`config.mk`:
```
export PLATFORM = sky130hd
export DESIGN_NAME = vga_source_arbiter
export DESIGN_NICKNAME = d
export VERILOG_FILES = /design/src/rtl/vga_source_arbiter.sv
export SDC_FILE = /design/constraint.sdc
export NUM_CORES = 1
export LEC_CHECK = 0
export BUFFER_PORTS_ARGS = -buffer_cell sky130_fd_sc_hd__buf_2
export CAP_MARGIN = 30
export CORE_MARGIN = 5
export CORE_UTILIZATION = 45
export CTS_BUF_LIST = sky130_fd_sc_hd__clkbuf_4 sky130_fd_sc_hd__clkbuf_8 sky130_fd_sc_hd__clkbuf_16
export DETAILED_ROUTE_END_ITERATION = 10
export PLACE_DENSITY = 0.69
export SYNTH_ARGS = -nofsm -noshare
export SYNTH_HDL_FRONTEND = slang
export SYNTH_SLANG_ARGS = --single-unit
```
`constraint.sdc`:
```
create_clock -name clk -period 4.9 [get_ports clk]
set_input_delay 0.98 -clock clk [delete_from_list [all_inputs] [get_ports clk]]
set_output_delay 0.98 -clock clk [all_outputs]
set_load 0.05 [all_outputs]
```
`src/rtl/vga_source_arbiter.sv`:
```
// rtl/vga_source_arbiter.sv - frame-boundary round-robin arbiter driving the VGA DAC
module vga_source_arbiter #(
    parameter int N_REQ      = 2,
    parameter int MIN_FRAMES = 4
) (
    input  logic                 clk,
    input  logic                 rst,
    input  logic                 frame_start,
    input  logic                 display_en,
    input  logic [N_REQ-1:0]     req,
    input  logic [6*N_REQ-1:0]   pix_in,
    output logic [3:0]           R,
    output logic [3:0]           G,
    output logic [3:0]           B,
    output logic [N_REQ-1:0]     gnt,
    output logic                 owner_valid,
    output logic                 switch_p
);

    localparam int         PW        = (N_REQ > 2) ? 2 : 1;
    localparam logic [7:0] HOLD_LAST = 8'(MIN_FRAMES - 1);

    typedef enum logic {
        ST_IDLE = 1'b0,
        ST_OWN  = 1'b1
    } state_t;

    state_t             r_state, w_state_nxt;
    logic [N_REQ-1:0]   r_gnt, w_gnt_nxt;
    logic [PW-1:0]      r_rr_ptr, w_rr_nxt;
    logic [7:0]         r_frame_cnt, w_cnt_nxt;
    logic               r_switch_p, w_switch_nxt;
    logic [3:0]         r_R, r_G, r_B;

    logic [N_REQ-1:0]   w_others;
    logic               w_owner_req;
    logic [N_REQ-1:0]   w_pick_all;
    logic [N_REQ-1:0]   w_pick_oth;
    logic               w_do_grant;
    logic [N_REQ-1:0]   w_grant_vec;
    logic [5:0]         w_pix;

    // One-hot of the first set bit in mask at or after ptr, wrapping around.
    function automatic logic [N_REQ-1:0] rr_pick(input logic [N_REQ-1:0] mask,
                                                 input logic [PW-1:0]    ptr);
        logic [N_REQ-1:0] onehot;
        logic             found;
        logic [PW-1:0]    idx;
        onehot = '0;
        found  = 1'b0;
        for (int off = 0; off < N_REQ; off++) begin
            idx = PW'((int'(ptr) + off) % N_REQ);
            if (!found && mask[idx]) begin
                onehot[idx] = 1'b1;
                found       = 1'b1;
            end
        end
        return onehot;
    endfunction

    // Pointer that follows the granted source so it gets lowest priority next time.
    function automatic logic [PW-1:0] ptr_after(input logic [N_REQ-1:0] onehot);
        logic [PW-1:0] p;
        p = '0;
        for (int i = 0; i < N_REQ; i++) begin
            if (onehot[i]) begin
                p = PW'((i + 1) % N_REQ);
            end
        end
        return p;
    endfunction

    assign w_others    = req & ~r_gnt;
    assign w_owner_req = |(req & r_gnt);
    assign w_pick_all  = rr_pick(req, r_rr_ptr);
    assign w_pick_oth  = rr_pick(w_others, r_rr_ptr);

    // Next-state decision, evaluated only at frame boundaries so ownership never tears a frame.
    always_comb begin
        w_state_nxt  = r_state;
        w_gnt_nxt    = r_gnt;
        w_rr_nxt     = r_rr_ptr;
        w_cnt_nxt    = r_frame_cnt;
        w_switch_nxt = 1'b0;
        w_do_grant   = 1'b0;
        w_grant_vec  = '0;
        if (frame_start) begin
            case (r_state)
                ST_IDLE: begin
                    if (|req) begin
                        w_do_grant  = 1'b1;
                        w_grant_vec = w_pick_all;
                    end
                end
                ST_OWN: begin
                    if (!w_owner_req && (w_others == '0)) begin
                        w_state_nxt  = ST_IDLE;
                        w_gnt_nxt    = '0;
                        w_switch_nxt = 1'b1;
                    end else if (!w_owner_req) begin
                        w_do_grant  = 1'b1;
                        w_grant_vec = w_pick_oth;
                    end else if ((w_others != '0) && (r_frame_cnt >= HOLD_LAST)) begin
                        w_do_grant  = 1'b1;
                        w_grant_vec = w_pick_oth;
                    end else if (r_frame_cnt != 8'hFF) begin
                        w_cnt_nxt = r_frame_cnt + 8'd1;
                    end
                end
                default: begin
                    w_state_nxt = ST_IDLE;
                    w_gnt_nxt   = '0;
                end
            endcase
            if (w_do_grant) begin
                w_state_nxt  = ST_OWN;
                w_gnt_nxt    = w_grant_vec;
                w_rr_nxt     = ptr_after(w_grant_vec);
                w_cnt_nxt    = 8'd0;
                w_switch_nxt = (w_grant_vec != r_gnt);
            end
        end
    end

    // Arbitration state register.
    always_ff @(posedge clk) begin
        if (rst) begin
            r_state     <= ST_IDLE;
            r_gnt       <= '0;
            r_rr_ptr    <= '0;
            r_frame_cnt <= 8'd0;
            r_switch_p  <= 1'b0;
        end else begin
            r_state     <= w_state_nxt;
            r_gnt       <= w_gnt_nxt;
            r_rr_ptr    <= w_rr_nxt;
            r_frame_cnt <= w_cnt_nxt;
            r_switch_p  <= w_switch_nxt;
        end
    end

    // Select the current owner's pixel; gnt is one-hot so at most one term is taken.
    always_comb begin
        w_pix = '0;
        for (int i = 0; i < N_REQ; i++) begin
            if (r_gnt[i]) begin
                w_pix = pix_in[6*i +: 6];
            end
        end
    end

    // Registered DAC drive: 2-bit channels widened by replication, black outside active video.
    always_ff @(posedge clk) begin
        if (rst) begin
            r_R <= 4'd0;
            r_G <= 4'd0;
            r_B <= 4'd0;
        end else if (display_en && (|r_gnt)) begin
            r_R <= {w_pix[5:4], w_pix[5:4]};
            r_G <= {w_pix[3:2], w_pix[3:2]};
            r_B <= {w_pix[1:0], w_pix[1:0]};
        end else begin
            r_R <= 4'd0;
            r_G <= 4'd0;
            r_B <= 4'd0;
        end
    end

    assign R           = r_R;
    assign G           = r_G;
    assign B           = r_B;
    assign gnt         = r_gnt;
    assign owner_valid = |r_gnt;
    assign switch_p    = r_switch_p;

endmodule

```
* Word level (Yosys, flattened, before mapping)
Cells that the tools add are included.
** Word-level totals
- Memories :: 0
- Latch bits :: 0
- Memory bits (writable) :: 0
- Input port bits :: 18
- Output and inout bits :: 16
- Memory bits (read-only) :: 0
- Logic and storage cells :: 100
- Flip-flop bits (word level) :: 25
** Cells by class
- Multiply operators :: 0
- Bitwise gates (word level) :: 8
- Reductions and logical operators :: 24
- Order comparisons :: 5
- Eq/ne operators :: 4
- Divide/modulo/power cells :: 0
- Shift operators :: 0
- Multiplexer cells :: 49
- $add $sub $neg :: 2
** Operators by type and width (count)
- $mux 8 :: 6
- $mux 1 :: 25
- $mux 2 :: 12
- $mux 6 :: 2
- $reduce_bool 2->1 :: 5
- $reduce_or 2->1 :: 5
- $add 8x1->8 const B :: 1
- $ge 8x2->1 const B :: 1
- $ne 8x8->1 const B :: 1
- $logic_and 1x1->1 :: 7
- $reduce_and 6->1 :: 1
- $and 2x2->2 :: 2
- $lt 1x2->1 const B :: 2
- $ne 2x1->1 const B :: 2
- $or 2x2->2 :: 2
- $pmux 2 s2 :: 1
- $logic_not 1->1 :: 3
- $not 1->1 :: 3
- $reduce_and 3->1 :: 1
- $demux 1 s1 :: 2
- $ge 1x1->1 const B :: 2
- $logic_not 2->1 :: 1
- $ne 2x2->1 :: 1
- $not 2->2 :: 1
- other kinds (3) :: 3

* Logic depth before layout (Yosys ltp)
Gate-level depths: netlist of run 1.
- Depth in word-level cells :: 15
- Mapped depth :: 7
- Depth with buffers taken out :: 6

* Least setup slack after synthesis of run 1
Ideal clock, no wire load.
- Path kind :: flip-flop to output port
- Start point :: reg r_gnt[1], in the netlist gnt[1]
- End point :: out owner_valid
- Path buffers :: 1
- Stages on the path, launching flop included :: 3
- Setup slack :: 2.601 ns
- Data required time :: 3.920 ns
- Arrival :: 1.319 ns
- Cells stage by stage :: dfxtp_1 > clkbuf_1 > or2_2
** Between the ends
- Cells in the longest elaborated chain, start to end :: 1
** Ends and longest elaborated chain
- start, declared :: RTL line 29 : logic [N_REQ-1:0] r_gnt, w_gnt_nxt;
- start signal, assigned :: RTL line 135 : r_gnt <= w_gnt_nxt;
- $reduce_or 2->1 :: RTL line 173 : assign owner_valid = |r_gnt;
- end, declared :: RTL line 16 : output logic owner_valid,
Every way passes these cells.

* Worst setup path after layout of run 1
- Start point :: in req[1]
- End point :: reg r_rr_ptr
** Between the ends
- Cells in the longest elaborated chain, start to end :: 14
- Elaborated cells between the ends (all ways) :: 44
- Classes of those cells :: mux: 28; bitwise: 4; reduce/logical: 12
** Ends and longest elaborated chain
- start, declared :: RTL line 10 : input logic [N_REQ-1:0] req,
- $and 2x2->2 :: RTL line 73 : assign w_others = req & ~r_gnt;
- $mux 1 (implied by the code) (2 in a row) :: RTL line 53 : if (!found && mask[idx]) begin
- $mux 1 :: RTL line 53
- $logic_not 1->1 :: RTL line 53
- $logic_and 1x1->1 :: RTL line 53
- $mux 2 :: RTL line 53
- $mux 2 :: RTL line 103 : end else if ((w_others != '0) && (r_frame_cnt >= HOLD_LAST)) begin
- $mux 2 :: RTL line 100 : end else if (!w_owner_req) begin
- $mux 2 :: RTL line 96 : if (!w_owner_req && (w_others == '0)) begin
- $pmux 2 s2 :: RTL line 88 : case (r_state)
- $mux 2 :: RTL line 87 : if (frame_start) begin
- $mux 1 (2 in a row) :: RTL line 66 : if (onehot[i]) begin
- end signal, assigned :: RTL line 136 : r_rr_ptr <= w_rr_nxt;
- end, declared :: RTL line 30 : logic [PW-1:0] r_rr_ptr, w_rr_nxt;
Parallel ways exist; a longest one is shown, timed or not. The select of a mux whose other input is x is not followed.
A chain may end at the register's enable or synchronous reset.

==> results by group, run 1 <==
Setup path
  • Critical path class: primary input to register
  • CP max stage delay: around 0.5 ns
  • WP data required: 5.07 ns
  • Cell breakdown of the critical path: buf_2, or2b_2, a22oi_2, a311o_1, o21ai_0
  • Crit path capture type: register
  • Reg-to-reg endpoint: r_rr_ptr$_SDFFE_PP0P_
  • CP startpoint kind: primary input
  • Flop2flop setup slack: around 2.8 ns
  • CP max stage cell: a22oi_2
  • Worst r2r src: gnt[1]$_SDFFE_PP0P_
  • Crit path DAT: around 2.6 ns
  • R2R depth: 4
  • Crit Path Max Fanout: 12

Route
  • Via density: approximately 5.5
  • Antenna Violating Nets Remaining: 0
  • Number of remaining DRC errors: 0
  • Met3 WL: around 80 um
  • Routed wire length: roughly 2300 um
  • Met1 wire length: 1060 um
  • Drt pass-1 iters: 4
  • Vias: about 1,000
  • Avg WL per Cell: roughly 13 um
  • Max layer used: met4
  • DR iter-0 viols: 30
  • Wire length on met2: roughly 1100 um

Timing
  • Tcrit/Tclk final: 49.0%
  • Rel. slew slack: a little over three fifths
  • Worst Tran Pin Value: 0.550 ns
  • Setup violators final: 0
  • Final-report hold violation count: 0
  • RSZ-0062 raised after global routing: no
  • Setup TNS: 0 ns
  • Max-slew violations: 0
  • Fmax: around 0.42 GHz
  • Final Skew: between 0.004 and 0.005 ns
  • Tmin final: 2.40 ns

Die
  • I/O pin cnt: 34
  • FP Rows: 17
  • Chip width: between 50 and 60 um
  • Initial Utilization: 48.0%
  • Die Area: between 3000 and 4000 um^2
  • Die Ht: between 50 and 60 um
  • Core ar.: between 2000 and 2500 um^2

Layout
  • Layout cells sized above 1: between 20% and 30%
  • Filler cell count: around 210
  • Most frequent cells in the layout: 33 x buf_2, 19 x dfxtp_1, 17 x nor2_1, 11 x nand2_1, 7 x nand3_1
  • Final Non-Filler Cells: 182
  • Final net count: between 150 and 200
  • Layout area overhead: 13.4%
  • Seq. cell area: roughly 380 um^2
  • Commonest non-fill, non-tap cell in the layout: buf_2
  • Area occupied by multi-input gates: 589 um^2
  • # diodes: 0

Clock tree
  • Post-CTS setup buffers: 0
  • Max Buffers Root-to-Sink: 2
  • CTS tree: built
  • Post-CTS Resized: 0
  • Clock-pin slew on the worst setup and hold paths: roughly 0.10 ns
  • Clk sinks: 19
  • Later-pin clock latency in the skew report: just under 0.3 ns
  • CTS buffer count: 3
  • H-tree depth: 1
  • Clock Root Buffer: clkbuf_4
  • Hold Buf Count CTS: 0

Hold path
  • Worst hold-check path type: register to register
  • Hold Crit Depth: 2
  • Worst Hold Launch: r_frame_cnt[1]$_SDFFE_PP0P_
  • Endpoint, Worst Hold: r_frame_cnt[1]$_SDFFE_PP0P_

GRT
  • First-pass GRT wire length: roughly 3900 um
  • GRT Overall Usage: ~14%
  • Grt total ovfl: 0
  • Largest net degree at the start of global routing: 17
  • Initial antenna violation count: 0
  • Vias in the first global route: 887

Logic synthesis
  • Synthesized net count: between 100 and 150
  • Cell Area, Synth: around 1100 um^2
  • Post-synth top flop: dfxtp_1
  • Yosys warning count: 0
  • Number of synthesized flops with an enable pin: 0
  • Avg Cell Area, Syn: roughly 8.3 um^2
  • Netlist cell types: 37
  • Yosys reg bits: 19
  • Post-synth ARST share: 0%
  • Mapped Cells: roughly 130
  • Sequential area share after synthesis: between 30% and 40%

Flow run
  • Max-cap violations: 0

Placed design
  • Port bufs: 33
  • HPWL Detailed: ~1800 um
  • RePlAce Congestion: between 0.8 and 0.9
  • Placed insts: between 150 and 200

Power and ir drop
  • VDD IR max: between 0.1 and 0.15 mV
  • PwrDens: 247 nW/um^2
  • Leak pwr: about 0.51 nW

Run status
  • Status: finished clean
worst max-delay path, delay by kind of cell:
family                 cells  cell delay [ns]
AND/OR/NAND/NOR            1             0.34
buffers and inverters      1             0.17
AO/OA/AOI/OAI              3             1.08
cells in the mapped netlist (2+ instances only):
cell	number	share of area, %
nor3_1	4	1.9
o211ai_1	2	1.4
o21ai_0	6	2.8
or2b_2	2	1.6
nor4_1	2	1.2
nand2b_1	3	1.8
nand2_1	11	3.9
buf_4	7	4.9
a21oi_1	5	2.3
a211oi_1	2	1.4
o211a_1	2	1.9
dfxtp_1	19	36
o22ai_1	2	1.2
nor2_1	17	6.0
xnor2_1	4	3.3
a22oi_1	6	4.2
nand3_1	7	3.3
nand4_1	2	1.2
buf_6	2	2.1
nor2b_1	2	1.2
inv_1	4	1.4
clkbuf_1	3	1.1
cell families after synthesis:
kind of cell | share of synthesized area, %
AOI/OAI and AO/OA | 20.3
muxes | 0.935
buffers and inverters | 9.46
DFF | 35.5
adders and majority gates | 1.17
xor gates and xnor gates | 3.27
and+or+nand+nor | 29.3
power by group:
part	internal, W	switching, W	leakage [nW]
Sequential	0.000158	0.00000573	0.154
Combinational	0.0000186	0.0000353	0.342
Clock	0.0000372	0.0000456	0.0184
Total	0.000214	0.0000867	0.515
flip-flops by register name, indices dropped and copies added (netlist names):
register	flops
gnt	2
r_rr_ptr	1
B	2
R	2
G	2
switch_p	1
r_state	1
r_frame_cnt	8
per-layer routing:
| layer | GRT usage, % | vias to the layer above |
|---|---|---|
| met5 | 0 | - |
| met4 | 4.85 | 0 |
| met2 | 24.1 | 24 |
| met1 | 18.2 | 457 |
| met3 | 2.63 | 5 |
| li1 | - | 509 |
through the flow:
stage                     setup slack [ns]  area (um^2)  total power [W]  util (%)  hold slack [ns]
after floorplan                       2.60         1070         0.000207         -            0.477
final                                 2.50         1210         0.000301      54.4            0.525
after detailed placement              2.19         1180         0.000221      53.1            0.509
after CTS                             2.51         1210         0.000304      54.4            0.525
after global routing                  2.38         1210         0.000320      54.4            0.548
after global placement                2.23         1180         0.000221      53.1            0.504
cell type report:
cell class,instances,share of cell area (%)
multi-input combinational,94,48.5
sequential,19,31.3
timing repair buffer,33,13.6
tap,28,2.88
clock buffer,4,2.47
inverter,4,1.24
worst max path at each step:
| stage | slack [ns] | endpoint | start | depth (start not counted) |
|---|---|---|---|---|
| finish | 2.50 | r_rr_ptr$_SDFFE_PP0P_ | req[1] | 5 |
| global route | 2.38 | r_rr_ptr$_SDFFE_PP0P_ | req[1] | 5 |
| CTS | 2.51 | r_rr_ptr$_SDFFE_PP0P_ | req[1] | 5 |
| detailed placement | 2.19 | r_frame_cnt[1]$_SDFFE_PP0P_ | req[1] | 5 |
| global placement | 2.23 | r_rr_ptr$_SDFFE_PP0P_ | req[1] | 5 |
| floorplan | 2.60 | owner_valid | gnt[1]$_SDFFE_PP0P_ | 2 |
Power figures use the tool's default switching activity.
==> run 2: changes to the inputs <==
==> constraint.sdc (replaced) <==
create_clock -name clk -period 2.35 [get_ports clk]
set_input_delay 0.47 -clock clk [delete_from_list [all_inputs] [get_ports clk]]
set_output_delay 0.47 -clock clk [all_outputs]
set_load 0.05 [all_outputs]
==> run 2 against run 1 <==
Against the previous run: power is 110% higher; flip-flop and latch count did not move; highest routed layer unchanged; register-to-register slack worse by 2.5 ns; sequential power increased by 110%; largest cell class unchanged; clock skew down 0.0018 ns; wire length rose by 9.8%.
==> results by group, run 2 (synthesis gave the netlist of run 1 again) <==
Run status
  • Status: finished clean

Clock tree
  • Clock Root Buffer: clkbuf_4
  • Post-CTS setup buffers: 0 (unchanged)
  • Clock-pin slew on the worst setup and hold paths: 0.12 ns (+0.02 ns)
  • Clk sinks: 19 (unchanged)
  • Later-pin clock latency in the skew report: 0.30 ns (about the same)
  • Hold Buf Count CTS: 0 (unchanged)
  • H-tree depth: 1 (unchanged)
  • Max Buffers Root-to-Sink: 2 (unchanged)
  • Post-CTS Resized: 0 (unchanged)
  • CTS tree: built
  • CTS buffer count: 3 (unchanged)

Timing
  • RSZ-0062 raised after global routing: no
  • Max-slew violations: 0 (unchanged)
  • Fmax: roughly 0.5 GHz
  • Tcrit/Tclk final: a little under nine tenths
  • Tmin final: 2.01 ns
  • Final Skew: 0.00270 ns (-0.00176 ns)
  • Setup violators final: 0 (unchanged)
  • Rel. slew slack: 61.8% (-1.3 points)
  • Final-report hold violation count: 0 (unchanged)
  • Worst Tran Pin Value: 0.570 ns (+0.0199 ns)
  • Post-route setup slack: 0.344 ns (-2.16 ns)
  • Setup TNS: 0 ns (unchanged)

GRT
  • Vias in the first global route: 908 (+2.4%)
  • Grt total ovfl: 0 (unchanged)
  • Largest net degree at the start of global routing: 15 (-2)
  • First-pass GRT wire length: 4210 um (+7.2%)
  • Initial antenna violation count: 0 (unchanged)
  • GRT Overall Usage: 15.6% (+1.3 points)

Route
  • Vias: 1,013 (+1.8%)
  • Via density: 5.51 (+0.70%)
  • DR iter-0 viols: 45 (+50%)
  • Routed wire length: 2530 um (+9.8%)
  • Antenna Violating Nets Remaining: 0 (unchanged)
  • Max layer used: met4
  • Drt pass-1 iters: 4 (unchanged)
  • Wire length on met2: 1170 um (+4.1%)
  • Avg WL per Cell: 13.7 um (+8.6%)
  • Met3 WL: 156 um (+95%)
  • Met1 wire length: 1170 um (+9.6%)
  • Number of remaining DRC errors: 0 (unchanged)

Layout
  • Commonest non-fill, non-tap cell in the layout: buf_2
  • Most frequent cells in the layout: 33 x buf_2, 19 x dfxtp_1, 17 x nor2_1, 11 x nand2_1, 7 x nand3_1
  • Layout cells sized above 1: 30.8% (+0.90 points)
  • # diodes: 0 (unchanged)
  • Final net count: 176 (+1.1%)
  • Max reg flops: 8 (unchanged)
  • Biggest register: r_frame_cnt
  • Layout area overhead: 14.6%
  • Filler cell count: 230 (+11%)

Setup path
  • Critical path class: register to register
  • Crit Path Max Fanout: 11 (-1)
  • Crit path capture type: register
  • Crit path DAT: 2.22 ns (-0.35 ns)
  • CP startpoint kind: register
  • WP data required: 2.57 ns (-2.50 ns)

Placed design
  • Port bufs: 33 (unchanged)
  • Post-Place Worst Slack: 0.395 ns (-1.80 ns)
  • RePlAce Congestion: 0.822 (+0.28%)
  • HPWL Detailed: 1940 um (+8.6%)

Power and ir drop
  • Logic pwr share: 18.8% (+0.9 points)
  • P_int: 0.000433 W (+100%)
  • Sw frac: 31.2% (+2.3 points)
  • Switch Pwr: 0.000196 W (+130%)
  • Leak pwr: 0.525 nW (+2.0%)
  • PwrDens: 513 nW/um^2 (+110%)
  • VDD IR max: 0.353 mV (+200%)
  • Clock network power share: 27.4% (-0.2 points)
  • Flop pwr share: 53.9% (-0.6 points)

Die
  • Die Area: 3460 um^2 (unchanged)
  • Initial Utilization: 48.0% (unchanged)
  • Core ar.: 2230 um^2 (unchanged)
  • FP Rows: 17 (unchanged)
  • I/O pin cnt: 34 (unchanged)
  • Chip width: 58.8 um (unchanged)
  • Die Ht: 58.8 um (unchanged)

Hold path
  • Worst hold-check path type: primary input to register

Flow run
  • Max-cap violations: 0 (unchanged)
-- run 2: cell types whose count changed in the layout (fill, tap and decap cells not counted), sizes merged --
cell    before  now
clkinv       0    1
clkbuf       4    3
buf         33   35
-- run 2: critical path, stage by stage, from the launching register on --
cell and delay, ns:
dfxtp_1 0.36, ha_1 0.32, nor4_4 0.22, a22oi_2 0.09, buf_4 0.19, nor4_1 0.39, nor2_1 0.08, a211oi_1 0.25
-- run 2: path summary, 6_finish.rpt --
kind                          startpoint                           to  slack [ns]  cells past startpoint
min reg2reg  r_frame_cnt[1]$_SDFFE_PP0P_  r_frame_cnt[1]$_SDFFE_PP0P_        0.52                      2
min                            pix_in[2]              G[2]$_SDFF_PP0_        0.40                      3
max reg2reg  r_frame_cnt[0]$_SDFFE_PP0P_  r_frame_cnt[7]$_SDFFE_PP0P_        0.34                      7
max          r_frame_cnt[0]$_SDFFE_PP0P_  r_frame_cnt[7]$_SDFFE_PP0P_        0.34                      7
-- run 2: power by group through the flow --
stage                     clock network [W]  logic [W]  registers [W]
final                              0.000172   0.000118       0.000339
after global routing               0.000194   0.000127       0.000341
after CTS                          0.000181   0.000118       0.000339
after detailed placement                  0   0.000118       0.000346
after global placement                    0   0.000115       0.000346
after floorplan                           0  0.0000702       0.000362
-- run 2: stage by stage --
step / hold WS, ns / power [W] / cells / instance area [um^2] / util (%)
floorplan: 0.477 / 0.000433 / 129 / 1070 / -
global placement: 0.493 / 0.000461 / 180 / 1200 / 53.7
detailed placement: 0.510 / 0.000464 / 180 / 1200 / 53.7
CTS: 0.387 / 0.000638 / 184 / 1230 / 55.0
global route: 0.396 / 0.000662 / 184 / 1230 / 55.0
finish: 0.405 / 0.000630 / 184 / 1230 / 55.0
-- run 2: per-layer routing --
layer / global-route usage, % / up-vias
li1: - / 513
met1: 21.4 / 461
met2: 24.4 / 35
met3: 3.29 / 4
met4: 4.85 / 0
met5: 0 / -
-- run 2: cell type report --
class                           instances  area [um^2]  share of cell area, %
Inverter                                4         15.0                   1.22
Sequential cell                        19          380                   31.0
Tap cell                               28         35.0                   2.85
Multi-Input combinational cell         94          589                   48.0
Clock inverter                          1         5.00                  0.408
Clock buffer                            3         22.5                   1.83
Timing Repair Buffer                   35          180                   14.7
